`src/rtl/crc_check_serial_if.sv`:
```
`timescale 1ns/1ps
`default_nettype none
// +----------------------------------------------------------------------------
// | crc_check_serial_if : bit-in / result-out handshake bundle of the checker
// | Revision 1.0
// +----------------------------------------------------------------------------
interface crc_check_serial_if #(
  parameter int N = 16,
  parameter int R = 7
);
  logic         in_valid;
  logic         in_bit;
  logic         in_ready;
  logic         out_valid;
  logic         out_ready;
  logic [N-1:0] out_data;
  logic [R-2:0] out_syndrome;
  logic         out_err;

  modport master (
    output in_valid, in_bit, out_ready,
    input  in_ready, out_valid, out_data, out_syndrome, out_err
  );

  modport slave (
    input  in_valid, in_bit, out_ready,
    output in_ready, out_valid, out_data, out_syndrome, out_err
  );
endinterface
`default_nettype wire

```
`src/rtl/crc_check_serial.sv`:
```
`timescale 1ns/1ps
`default_nettype none
// +----------------------------------------------------------------------------
// | crc_check_serial : bit-serial CRC long-division checker, MSB first.
// | Optional frame/error statistics counters: CRC_CHECK_STATS_EN
// | Revision 1.0
// +----------------------------------------------------------------------------
module crc_check_serial #(
  parameter int           N   = 16,
  parameter int           R   = 7,
  parameter logic [R-1:0] DIV = 7'b1111011
) (
  input  wire logic         clk,
  input  wire logic         rst,
  crc_check_serial_if.slave bus,
  output logic [15:0]       frame_cnt,
  output logic [15:0]       err_cnt
);

  localparam int               CNT_W  = $clog2(N + R);
  localparam logic [CNT_W-1:0] C_N    = CNT_W'(N);
  localparam logic [CNT_W-1:0] C_LAST = CNT_W'(N + R - 2);

  typedef enum logic [0:0] {
    S_SHIFT = 1'b0,
    S_DONE  = 1'b1
  } state_t;

  state_t             r_state;
  state_t             w_state_next;
  logic [R-2:0]       r_rem;
  logic [CNT_W-1:0]   r_cnt;
  logic [N-1:0]       r_data;
  logic [N-1:0]       r_out_data;
  logic [R-2:0]       r_out_syn;
  logic               r_out_err;

  logic               w_in_ready;
  logic               w_out_valid;
  logic               w_accept;
  logic               w_done_hs;
  logic               w_last;
  logic [R-1:0]       w_t;
  logic [R-1:0]       w_t_red;
  logic [R-2:0]       w_rem_next;

  // One long-division step: bring in the next bit, subtract g(x) if the top is set.
  assign w_t        = {r_rem, bus.in_bit};
  assign w_t_red    = w_t[R-1] ? (w_t ^ DIV) : w_t;
  assign w_rem_next = w_t_red[R-2:0];
  assign w_last     = (r_cnt == C_LAST);
  assign w_accept   = bus.in_valid && w_in_ready;
  assign w_done_hs  = w_out_valid && bus.out_ready;

  always_ff @(posedge clk or posedge rst) begin
    if (rst) begin
      r_state <= S_SHIFT;
    end else begin
      r_state <= w_state_next;
    end
  end

  always_comb begin
    w_state_next = r_state;
    w_in_ready   = 1'b0;
    w_out_valid  = 1'b0;
    case (r_state)
      S_SHIFT: begin
        w_in_ready = 1'b1;
        if (bus.in_valid && w_last) begin
          w_state_next = S_DONE;
        end
      end
      S_DONE: begin
        w_out_valid = 1'b1;
        if (bus.out_ready) begin
          w_state_next = S_SHIFT;
        end
      end
      default: begin
        w_state_next = S_SHIFT;
      end
    endcase
  end

  always_ff @(posedge clk or posedge rst) begin
    if (rst) begin
      r_rem      <= '0;
      r_cnt      <= '0;
      r_data     <= '0;
      r_out_data <= '0;
      r_out_syn  <= '0;
      r_out_err  <= 1'b0;
    end else if (w_accept) begin
      r_rem <= w_rem_next;
      r_cnt <= r_cnt + 1'b1;
      if (r_cnt < C_N) begin
        r_data <= {r_data[N-2:0], bus.in_bit};
      end
      // The data word is complete long before the last (CRC) bit arrives.
      if (w_last) begin
        r_out_data <= r_data;
        r_out_syn  <= w_rem_next;
        r_out_err  <= |w_rem_next;
      end
    end else if (w_done_hs) begin
      r_rem <= '0;
      r_cnt <= '0;
    end
  end

  assign bus.in_ready     = w_in_ready;
  assign bus.out_valid    = w_out_valid;
  assign bus.out_data     = r_out_data;
  assign bus.out_syndrome = r_out_syn;
  assign bus.out_err      = r_out_err;

`ifdef CRC_CHECK_STATS_EN
  logic [15:0] r_frame_cnt;
  logic [15:0] r_err_cnt;

  always_ff @(posedge clk or posedge rst) begin
    if (rst) begin
      r_frame_cnt <= '0;
      r_err_cnt   <= '0;
    end else if (w_done_hs) begin
      if (r_frame_cnt != 16'hFFFF) begin
        r_frame_cnt <= r_frame_cnt + 16'd1;
      end
      if (r_out_err && (r_err_cnt != 16'hFFFF)) begin
        r_err_cnt <= r_err_cnt + 16'd1;
      end
    end
  end

  assign frame_cnt = r_frame_cnt;
  assign err_cnt   = r_err_cnt;
`else
  assign frame_cnt = 16'd0;
  assign err_cnt   = 16'd0;
`endif

endmodule
`default_nettype wire

```
`src/flat_wrapper.sv`:
```
// flat-port wrapper written by rule: the top's interface ports become plain ports
module crc_check_serial_flat 
#(
  parameter int           N   = 16,
  parameter int           R   = 7,
  parameter logic [R-1:0] DIV = 7'b1111011
)
  (clk, rst, frame_cnt, err_cnt, bus_in_valid, bus_in_bit, bus_out_ready, bus_in_ready, bus_out_valid, bus_out_data, bus_out_syndrome, bus_out_err);
  crc_check_serial_if #(.N(N), .R(R)) bus_i ();
  input  wire logic clk;
  input  wire logic rst;
  output logic [15:0] frame_cnt;
  output logic [15:0] err_cnt;
  input wire logic [$bits(bus_i.in_valid)-1:0] bus_in_valid;
  input wire logic [$bits(bus_i.in_bit)-1:0] bus_in_bit;
  input wire logic [$bits(bus_i.out_ready)-1:0] bus_out_ready;
  output wire logic [$bits(bus_i.in_ready)-1:0] bus_in_ready;
  output wire logic [$bits(bus_i.out_valid)-1:0] bus_out_valid;
  output wire logic [$bits(bus_i.out_data)-1:0] bus_out_data;
  output wire logic [$bits(bus_i.out_syndrome)-1:0] bus_out_syndrome;
  output wire logic [$bits(bus_i.out_err)-1:0] bus_out_err;
  assign bus_i.in_valid = bus_in_valid;
  assign bus_i.in_bit = bus_in_bit;
  assign bus_i.out_ready = bus_out_ready;
  assign bus_in_ready = bus_i.in_ready;
  assign bus_out_valid = bus_i.out_valid;
  assign bus_out_data = bus_i.out_data;
  assign bus_out_syndrome = bus_i.out_syndrome;
  assign bus_out_err = bus_i.out_err;
  crc_check_serial #(.N(N), .R(R), .DIV(DIV)) u_core (.clk(clk), .rst(rst), .bus(bus_i), .frame_cnt(frame_cnt), .err_cnt(err_cnt));
endmodule
```
`config.mk`:
```
export PLATFORM = sky130hd
export DESIGN_NAME = crc_check_serial_flat
export DESIGN_NICKNAME = d
export VERILOG_FILES = /design/src/rtl/crc_check_serial_if.sv /design/src/rtl/crc_check_serial.sv /design/src/flat_wrapper.sv
export SDC_FILE = /design/constraint.sdc
export NUM_CORES = 1
export LEC_CHECK = 0
export CORE_UTILIZATION = 52
export DETAILED_ROUTE_END_ITERATION = 10
export HOLD_SLACK_MARGIN = 0.15
export PLACE_DENSITY = 0.85
export SLEW_MARGIN = 20
export SYNTH_ARGS = -nofsm -noshare
export SYNTH_HDL_FRONTEND = slang
export SYNTH_SLANG_ARGS = --single-unit
```
`constraint.sdc`:
```
create_clock -name clk -period 2.5 [get_ports clk]
set_input_delay 0.375 -clock clk [delete_from_list [all_inputs] [get_ports clk]]
set_output_delay 0.375 -clock clk [all_outputs]
set_load 0.1 [all_outputs]
```
==> results.json, run 1 <==
{
  "outcome": "complete, no violations",
  "fin_setup_tns_ns": 0,
  "grt_max_degree": 27,
  "hold_class": "input port to async pin",
  "synthToLayoutAreaGrowth_pct": 10.8,
  "routed_wl_um": 3510,
  "cts_tree": "built",
  "ys_ff_latch": 51,
  "rrSetupSlack_ns": 0.82,
  "synth_flop_cell": "dfrtp_1",
  "antenna_left": 0,
  "chipWidth_um": 69.1,
  "crit_path_top_delay_cell": "clkdlybuf4s50_1",
  "grt_overflow": 0,
  "ctsHoldBuffers": 0,
  "drc_errors": 0,
  "numCtsBuffers": 5,
  "path_cells": "clkdlybuf4s50_1 > nand2b_4 > nor2_4 > mux2_2",
  "clock_latency_ns": 0.30,
  "hpwl_um": 2430,
  "dieArea_um2": 4770,
  "cp_num_buf_inv": 1,
  "syn_area_per_cell_um2": 13.2,
  "via_per_inst": 4.95,
  "clock_path_buffers": 2,
  "cts_sinks": 51,
  "r2r_end": "u_core.bus.out_data[15]",
  "grt_pass1_vias": 1218,
  "rsz0062_at_grt": "no",
  "finalCritPeriodShare_pct": 69.6,
  "grt_pass1_wl_um": 5780,
  "gr-usage-all-layers_pct": 15.7,
  "yosys.area.top_type_share_pct": 54.6,
  "cp-startpoint": "bus_in_valid",
  "postSynthCellCount": 177,
  "cts_resized": 0,
  "finalHoldViolCount": 0,
  "r2r_cells": 6,
  "crit_family": "buffers and inverters",
  "syn_area_um2": 2340,
  "path_clk_slew_ns": 0.09,
  "first_iter_violations": 54,
  "synth_edf_count": 0,
  "yosys-top-cells-area": "dfrtp_1 (55%), buf_4 (11%), mux2_1 (9.1%)",
  "postCtsSetupBuffers": 0,
  "required_ns": 2.69,
  "drive_above_1_share_pct": 28.1,
  "diodes": 0,
  "htreeDepth": 2,
  "drt_pass1_iterations": 4,
  "crit_path_max_incr_delay_ns": 0.64,
  "cts-root-buf": "clkbuf_8",
  "vias": 1296,
  "gp_congestion": 0.783,
  "yosys.area.top_type": "dfrtp_1",
  "layout.cells.most_common_list": "dfrtp_1 (51), conb_1 (32), buf_4 (29)",
  "num_rows": 24,
  "nets": 216,
  "path_class": "input port to flop",
  "fin_skew_ns": 0.00679,
  "maxCapViolCount": 0,
  "io_pins": 62,
  "die_h_um": 69.1,
  "final_common_cell": "dfrtp_1",
  "slew_viol_final": 0,
  "ys_seq_area_share_pct": 54.6,
  "worstReg2RegStart": "u_core.r_cnt[1]",
  "yosysWarningCount": 0,
  "worst_pin_slew_ns": 0.605,
  "wl_per_cell_um": 13.4,
  "fmax_ghz": 0.574,
  "coreArea_um2": 4320,
  "critPathMaxFanout": 16,
  "worst_setup_path_end_kind": "flop",
  "max_slew_margin_pct": 58.5,
  "antenna_found_initial": 0,
  "ys_types": 29,
  "async_flop_share_pct": 100,
  "port_buffers": 29,
  "setup_viol": 0,
  "critPathLaunchType": "input port",
  "cp_data_arrival_time_ns": 1.93,
  "period_needed_ns": 1.74,
  "start_util_pct": 54.1
}
==> worst max path at each step <==
stage / cells past startpoint / slack (ns) / endpoint
after floorplan: 5 / 0.47 / u_core.bus.out_data[0]
after global routing: 4 / 0.69 / u_core.r_data[12]
after detailed placement: 4 / 0.46 / u_core.r_data[8]
after CTS: 4 / 0.77 / u_core.r_data[3]
final: 4 / 0.76 / u_core.r_data[3]
after global placement: 4 / 0.47 / u_core.r_data[11]
==> synthesized netlist by cell type (3+ instances only) <==
master	n
o21ai_0	8
dfrtp_1	51
inv_1	3
xor2_1	6
nand2_1	5
mux2_2	19
mux2_1	19
nand4_1	3
buf_4	33
a22o_1	5
==> through the flow <==
stage          instance area (um2)  hold WS, ns  setup WS, ns  std cells  utilization (%)
6_report                      2590        0.419         0.759        262             59.9
3_5_place_dp                  2490        0.476         0.462        254             57.6
3_3_place_gp                  2490        0.474         0.472        254             57.6
4_1_cts                       2590        0.430         0.768        262             59.9
5_1_grt                       2590        0.465         0.689        262             59.9
2_1_floorplan                 2450        0.458         0.467        208                -
==> kinds of logic after synthesis <==
kind of cell             share of synthesized area [%]
flip-flops                                        54.6
AO/OA/AOI/OAI                                     5.35
AND/OR/NAND/NOR                                   4.66
multiplexers                                      19.2
buffers and inverters                             12.8
XOR/XNOR                                          2.25
other                                            0.160
adder cells (fa/ha/maj)                           1.07
==> registers in the layout, summed over array words and instances, names as in the netlist <==
signal                   count
u_core.r_rem                 6
u_core.bus.out_syndrome      6
u_core.bus.out_data         16
u_core.r_data               16
u_core.r_state               1
u_core.bus.out_err           1
u_core.r_cnt                 5
==> routing by layer <==
metal,vias to the layer above,part of all wire (%),global-route usage (%)
met3,5,4.7,5.56
met2,38,45,23.5
met5,-,0,0
met4,0,1.8,7.48
met1,640,48,20.3
li1,613,-,-
==> final cells by class <==
type	count	area [um2]
Fill cell	371	1730
Sequential cell	51	1280
Multi-Input combinational cell	115	880
Timing Repair Buffer	33	258
Clock buffer	8	100
Tap cell	52	65.1
Inverter	3	11.3
Power of run 1 is not shown: default switching activity piles up to over one toggle a cycle in this logic, so the estimate is an artifact.
==> run 2, diff against run 1 <==
- CORE_UTILIZATION: 52 -> 48
- PLACE_DENSITY: 0.85 -> 0.79
- clock period: 2.5 -> 1.82 ns (I/O delays scaled with it)
==> run 2 against run 1 <==
Effect of this change:
- flip-flop and latch count unchanged
- final cell count up 1.9%
- core utilization decreased by 2.5 points
- die area rose by 8.1%
- setup slack worse by 0.61 ns
- non-clock buffer count rose by 3
- count of clock-buffer cells in the layout stayed put
- sequential share of layout area decreased by 1.8 points
- global-route usage decreased by 0.28 points
- critical path type is now flop to flop
- critical endpoint is now u_core.bus.out_syndrome[5]
==> results.json, run 2 (same netlist as run 1, synthesis figures left out) <==
{
  "period_needed_ns": 1.67,
  "start_util_pct": 49.8,
  "ctsHoldBuffers": 0,
  "postCtsSetupBuffers": 0,
  "dieArea_um2": 5160,
  "post-place-ws_ns": 0.105,
  "chipWidth_um": 71.8,
  "fill_cells": 395,
  "finalCritPeriodShare_pct": 91.8,
  "rsz0062_at_grt": "no",
  "cts_tree": "built",
  "outcome": "complete, no violations",
  "io_pins": 62,
  "setup_viol": 0,
  "port_buffers": 29,
  "htreeDepth": 2,
  "final_common_cell": "dfrtp_1",
  "wl_per_cell_um": 13.1,
  "cts_resized": 0,
  "synthToLayoutAreaGrowth_pct": 15.1,
  "nets": 219,
  "cts-root-buf": "clkbuf_8",
  "cp_data_arrival_time_ns": 1.85,
  "hold_class": "input port to async pin",
  "slew_viol_final": 0,
  "setup_ws_ns": 0.149,
  "hold_ws_ns": 0.317,
  "worst_setup_path_end_kind": "flop",
  "critPathMaxFanout": 13,
  "hpwl_um": 2320,
  "grt_max_degree": 52,
  "routed_wl_um": 3500,
  "clock_latency_ns": 0.30,
  "fmax_ghz": 0.598,
  "place_inst": 259,
  "numCtsBuffers": 5,
  "antenna_left": 0,
  "gp_congestion": 0.726,
  "via_per_inst": 4.98,
  "clock_path_buffers": 2,
  "finalHoldViolCount": 0,
  "gr-usage-all-layers_pct": 15.4,
  "maxCapViolCount": 0,
  "fin_skew_ns": 0.00411,
  "critPathLaunchType": "flop",
  "path_class": "flop to flop",
  "required_ns": 2.00,
  "path_clk_slew_ns": 0.08,
  "diodes": 0,
  "cts_sinks": 51,
  "first_iter_violations": 67,
  "layout.cells.non_filler": 267,
  "grt_overflow": 0,
  "antenna_found_initial": 0,
  "grt_pass1_wl_um": 5950,
  "layout.cells.most_common_list": "dfrtp_1 (50), conb_1 (32), buf_4 (26)",
  "drc_errors": 0,
  "drt_pass1_iterations": 4,
  "die_h_um": 71.8,
  "drive_above_1_share_pct": 29.6,
  "fin_setup_tns_ns": 0,
  "vias": 1329,
  "coreArea_um2": 4690,
  "grt_pass1_vias": 1219,
  "num_rows": 25
}
## run 2: changes by cell type in the layout (fill, tap and decap cells not counted)
| cell | before | now |
|---|---|---|
| buf_4 | 29 | 26 |
| dfrtp_2 | 0 | 1 |
| dfrtp_1 | 51 | 50 |
| buf_12 | 0 | 6 |
## run 2: worst paths after layout
check                                       start                         end  slack (ns)  cells after the start
max in group asynchronous                     rst              u_core.r_state        1.25                      3
max reg2reg                       u_core.r_cnt[1]  u_core.bus.out_syndrome[5]        0.15                      6
min reg2reg                u_core.bus.out_data[1]      u_core.bus.out_data[1]        0.49                      1
max                               u_core.r_cnt[1]  u_core.bus.out_syndrome[5]        0.15                      6
min                                           rst  u_core.bus.out_syndrome[1]        0.32                      3
min in group clk           u_core.bus.out_data[1]      u_core.bus.out_data[1]        0.49                      1
## run 2: area by class of cell
cell class                 count  area, um2  area share, %
timing repair buffer          36        355           13.2
inverter                       3       11.3          0.418
clock buffer                   8        100           3.72
tap                           54       67.6           2.51
multi-input combinational    115        880           32.7
sequential                    51       1280           47.5
## run 2: layer usage
layer / vias up / share of wire, % / track usage, %
met3: 9 / 4.6 / 3.94
met1: 660 / 49 / 22.5
met4: 0 / 2.1 / 7.19
li1: 621 / - / -
met2: 39 / 44 / 21.6
met5: - / 0 / 0
## run 2: worst max-delay path, stage by stage, from the launching register on
cell      delay (ns)
dfrtp_1         0.43
inv_1           0.08
ha_1            0.15
nand4b_1        0.20
nor2_4          0.21
buf_12          0.17
mux2_1          0.32
## run 2: stage by stage
stage | utilization [%] | instance area, um2
2_1_floorplan | - | 2460
3_3_place_gp | 55.2 | 2590
3_5_place_dp | 55.2 | 2590
4_1_cts | 57.4 | 2690
5_1_grt | 57.4 | 2690
6_report | 57.4 | 2690
Power of run 2 is left out for the same reason.
